==> src/rtl/ms_shift_reg.sv <==
// ms_shift_reg: bidirectional multi-stage shift register with fill count and tap read.
// Define MS_SHIFT_REG_PARITY_EN to add the registered tail parity output q_par.
module ms_shift_reg #(
    parameter int WIDTH = 8,
    parameter int DEPTH = 4
) (
    input  logic                         clk,
    input  logic                         rst,
    input  logic                         en,
    input  logic [1:0]                   mode,
    input  logic [WIDTH-1:0]             d,
    input  logic [4:0]                   tap_sel,
    output logic [WIDTH-1:0]             q,
    output logic [WIDTH-1:0]             q_head,
    output logic [WIDTH-1:0]             tap,
    output logic [$clog2(DEPTH+1)-1:0]   fill,
    output logic                         full
`ifdef MS_SHIFT_REG_PARITY_EN
    ,
    output logic                         q_par
`endif
);
    localparam int FW = $clog2(DEPTH+1);
    logic [WIDTH-1:0] stage_q [DEPTH];
    logic [WIDTH-1:0] stage_d [DEPTH];
    logic [FW-1:0]    fill_q, fill_d;
    logic             full_q, full_d;
    logic             shift;
    assign shift = en && (mode == 2'b01 || mode == 2'b10);
    always_comb begin
        stage_d = stage_q;
        fill_d  = fill_q;
        if (en && mode == 2'b01) begin
            stage_d[0] = d;
            for (int i = 1; i < DEPTH; i++) stage_d[i] = stage_q[i-1];
        end else if (en && mode == 2'b10) begin
            stage_d[DEPTH-1] = d;
            for (int i = 0; i < DEPTH-1; i++) stage_d[i] = stage_q[i+1];
        end else if (en && mode == 2'b11) begin
            for (int i = 0; i < DEPTH; i++) stage_d[i] = '0;
            fill_d = '0;
        end
        if (shift && !full_q) fill_d = fill_q + 1'b1;
        full_d = (fill_d == FW'(DEPTH));
    end
    always_ff @(posedge clk) begin
        if (rst) begin
            for (int i = 0; i < DEPTH; i++) stage_q[i] <= '0;
            fill_q <= '0;
            full_q <= 1'b0;
        end else begin
            stage_q <= stage_d;
            fill_q  <= fill_d;
            full_q  <= full_d;
        end
    end
    // Decoded by compare so out-of-range selects fall through to zero.
    always_comb begin
        tap = '0;
        for (int i = 0; i < DEPTH; i++)
            if (tap_sel == 5'(i)) tap = stage_q[i];
    end
    assign q      = stage_q[DEPTH-1];
    assign q_head = stage_q[0];
    assign fill   = fill_q;
    assign full   = full_q;
`ifdef MS_SHIFT_REG_PARITY_EN
    logic q_par_q;
    always_ff @(posedge clk) begin
        if (rst) q_par_q <= 1'b0;
        else     q_par_q <= ^stage_d[DEPTH-1];
    end
    assign q_par = q_par_q;
`endif
endmodule

==> config.mk <==
export PLATFORM = sky130hd
export DESIGN_NAME = ms_shift_reg
export DESIGN_NICKNAME = d
export VERILOG_FILES = /design/src/rtl/ms_shift_reg.sv
export SDC_FILE = /design/constraint.sdc
export NUM_CORES = 1
export LEC_CHECK = 0
export ABC_AREA = 0
export CORE_MARGIN = 2
export CORE_UTILIZATION = 53
export CTS_CLUSTER_DIAMETER = 80
export CTS_CLUSTER_SIZE = 14
export DETAILED_ROUTE_END_ITERATION = 10
export PLACE_DENSITY = 0.82
export SLEW_MARGIN = 10
export SYNTH_ARGS = -nofsm -noshare
export SYNTH_HDL_FRONTEND = slang
export SYNTH_SLANG_ARGS = --single-unit
==> constraint.sdc <==
create_clock -name clk -period 1.6 [get_ports clk]
set_input_delay 0.32 -clock clk [delete_from_list [all_inputs] [get_ports clk]]
set_output_delay 0.32 -clock clk [all_outputs]
set_load 0.05 [all_outputs]
* Word level (Yosys, flattened, before mapping)
Cells that the tools add are included.
Word-level totals: word-level logic and storage cells 34, output and inout bits 28, bits in registers 36
Cells by class: mux-type cells 11, reductions and logical operators 9, add/sub/neg operators 1, equality and inequality tests 7
Operators by type and width (count):
- $mux 32 | 3
- $mux 8 | 4
- $mux 3 | 4
- $eq 5x2->1 const B | 2
- $eq 5x1->1 const B | 1
- $logic_and 1x1->1 | 5
- $logic_not 5->1 | 1
- $eq 2x2->1 const B | 2
- $add 3x1->3 const B | 1
- $eq 3x3->1 const B | 1
- $reduce_bool 3->1 | 1
- $eq 2x1->1 const B | 1
- $logic_not 1->1 | 1
- $logic_or 1x1->1 | 1

* Longest topological paths before layout
word-level depth 7, mapped depth 7, mapped depth without buffers 5

* Worst setup path after synthesis
Ideal clock, no wire load.
path kind input to output, start input tap_sel[4], end output tap[5], data arrival time 1.360 ns, stages 4, path slack -0.080 ns, path buffers 1, path through nor4_4 buf_6 nand3b_1 nand3_1
Between the ends: cells in the longest elaborated chain, start to end 5
RTL lines:
- start, declared | RTL line 12 | input logic [4:0] tap_sel,
- $logic_not 5->1 | RTL line 61 | if (tap_sel == 5'(i)) tap = stage_q[i];
- $mux 8 (3 in series) | RTL line 61
- $mux 8 * | RTL line 61
- end, declared | RTL line 15 | output logic [WIDTH-1:0] tap,
Mark *: on every way between the ends. The rest lies on a longest branch, timed or not.

* Final worst setup path
start input tap_sel[0], end output tap[7]
Same word-level chain as after synthesis.

==> summary.md <==
| Metric | Value |
|---|---|
| Worst EP arrival | `1.29 ns` |
| Reg clk slew, reported paths | `0.07 ns` |
| Worst setup SP type | `input pin` |
| Row Count | `24` |
| Critical Path Source | `tap_sel[0]` |
| CTS Hold Buffers Added | `0` |
| RSZ-0062 raised after global routing | `yes` |
| Primary FF master, synth | `dfxtp_1` |
| Final worst path period need | `1.61 ns` |
| Post-synth top cells | `and3b_1 (41), dfxtp_1 (36), a21oi_1 (34), nand2_1 (34), and2_1 (29)` |
| WP data required | `1.28 ns` |
| Most frequent cell after synthesis | `and3b_1` |
| Final nets | `369` |
| Die X | `72.1 microns` |
| Die Ht | `just over 70 microns` |
| Overall Power | `~2.1 mW` |
| DRC violations left | `0` |
| Pwr dens | `between 600 and 700 nW/um^2` |
| WL per Instance | `17.5 microns` |
| Final setup fails | `1` |
| Synth Instances | `~310` |
| CTS buffer count | `5` |
| CP endpoint kind | `output port` |
| Initial core utilization | `about 56%` |
| FMAX | `0.621 GHz` |
| Vias in the first global route | `2405` |
| DR WL met2 | `3.64 mm` |
| Synth cell types | `28` |
| CTS tree | `yes` |
| Cell Area, Synth | `2460 sq um` |
| Area leader, netlist | `dfxtp_1` |
| Avg Cell Area, Syn | `7.85 sq um` |
| Crit Path Category | `input pin to output port` |
| Leading post-synthesis cells by cell area | `dfxtp_1 (29%), and3b_1 (15%), and2_1 (7.4%), a21oi_1 (6.9%), buf_4 (5.2%)` |
| Post-synth EDFFs | `0` |
| Hold crit path type | `flip-flop to flip-flop` |
| R2R cell count | `5` |
| Total GRT Usage | `27.9%` |
| Layout Utilization | `78.3%` |
| Sequential Area | `729 sq um` |
| Fillcell total | `266` |
| # IOs | `46` |
| Final WS setup | `-0.00949 ns` |
| Final period util | `101%` |
| Initial DRC Count | `241` |
| Layout cell share with drive strength beyond 1 | `28.0%` |
| Outcome | `finished with violations` |
| Hold Path Stages | `2` |
| Synth top area share | `29.3%` |
| Top layer in use | `met4` |
| Core ar. | `between 4000 and 5000 sq um` |
| GRT overflow | `0` |
| Seq/Total Area, Yosys | `29.3%` |
| Multi-input gate area | `1570 sq um` |
| GPL Wtd Cong | `0.810` |
| Clock buffer depth | `2` |
| H-tree Lvls | `2` |
| Final WL | `~7 mm` |
| Setup TNS | `-0.00949 ns` |
| Final Hold Viols | `0` |
| Port Buf Inserts | `45` |
| Global-route wire length before repair | `around 11 mm` |
| ANT cells | `0` |
| Failing checks | `setup timing` |
| Worst-Skew Late Latency | `0.29 ns` |
| R2R Path Start | `fill[0]$_SDFF_PP0_` |
| Via-to-Cell Ratio | `between 6 and 7` |
| Final hold slack | `0.493 ns` |
| WL met1 | `2.85 mm` |
| Antenna Nets Post-Route | `0` |
| Leakage power | `1.50 nW` |
| Pre-Repair DR Iteration Count | `4` |
| Worst Tran Pin Value | `~0.35 ns` |
| DR vias | `2416` |
| Hold Crit Start | `stage_q[19]$_SDFFE_PP0P_` |
| Root Buffer Master | `clkbuf_8` |
| Area Growth Syn to Fin | `40.8%` |
| Max IR drop VDD | `525 uV` |
| Worst slew margin | `76.8%` |
| Post-synthesis register bit count | `36` |
| FFs w/ async S/R, synth | `0%` |
| Clk sinks | `36` |
| Crit path max fanout | `6` |
| Clock skew | `about 0.0048 ns` |
| YS warnings | `0` |
| Antenna violations before repair | `0` |
| Met3 routed WL | `320 microns` |
| Die ar. | `~5200 sq um` |
| Post-DP HPWL | `roughly 4.3 mm` |
| Max-cap violations | `0` |
| Maximum number of pins on one net before global-route repair | `between 40 and 50` |
| Slew Viols, Final | `0` |
| Total nets after synthesis | `between 300 and 400` |
-- cell usage in the layout (no fill, tap or decap), types with 4 or more instances in the layout --
cell type and n:
buf_12 30, nor3b_2 6, nand3b_1 8, buf_4 17, nand3_1 10, clkdlybuf4s50_1 9, dfxtp_2 7, nand3_2 8
o21ai_1 22, nor3b_1 4, and3b_1 41, dfxtp_1 29, clkbuf_8 7, o21ai_0 15, a21oi_1 32, nand2_1 34
o21ai_2 4, and2_1 29
-- what timing repair did --
action	4_1_cts	5_1_grt
buffers inserted	2	0
endpoints found under the setup margin	44	39
gates cloned	2	0
resized for setup	54	10
pin swaps	6	3
-- layer usage --
metal | vias up | track usage [%]
met1 | 1165 | 32.6
met3 | 22 | 4.72
met4 | 0 | 10.7
met2 | 88 | 50.7
met5 | - | 0
li1 | 1141 | -
-- per-stage QoR --
stage / setup slack, ns / instances / cell area [sq um]
5_1_grt: -0.0598 / 399 / 3460
2_1_floorplan: 0.0751 / 313 / 2500
6_report: -0.00949 / 399 / 3460
3_5_place_dp: -0.465 / 388 / 3200
3_3_place_gp: -0.431 / 388 / 3200
4_1_cts: -0.00314 / 399 / 3420
-- cells by family after synthesis --
kind of cell    count (synthesis)  share of synthesized area (%)
buf+inv                        44                           11.2
compound gates                 78                           17.2
simple gates                  151                           40.2
fa+ha+maj                       4                           2.04
flops                          36                           29.3
-- flip-flops by register name, summed over array words and instances (netlist names) --
name     count
full         1
fill         3
q_head       8
q            8
stage_q     16
-- critical path, cell delays in order --
cell and delay, ns:
buf_8 0.10, nor4_4 0.30, buf_4 0.20, nand3_1 0.12, nand3_2 0.11, buf_12 0.14
-- path summary, 6_finish.rpt --
| kind | slack, ns | end |
|---|---|---|
| setup / recovery | -0.009 | tap[7] |
| hold / removal | 0.49 | stage_q[19]$_SDFFE_PP0P_ |
| setup reg to reg | 0.30 | fill[2]$_SDFF_PP0_ |
| hold reg to reg | 0.49 | stage_q[19]$_SDFFE_PP0P_ |
-- power by group --
group | internal, mW | total [mW] | switching, mW
Clock | 0.384 | 0.723 | 0.339
Sequential | 0.912 | 0.938 | 0.0257
Combinational | 0.215 | 0.437 | 0.223
-- final cells by class --
cell class | instances | share of cell area, %
Multi-Input combinational cell | 233 | 45.3
Timing Repair Buffer | 69 | 28.7
Sequential cell | 36 | 21.1
Clock buffer | 7 | 2.79
Tap cell | 52 | 1.88
Inverter | 2 | 0.217
Power figures use the tool's default switching activity.
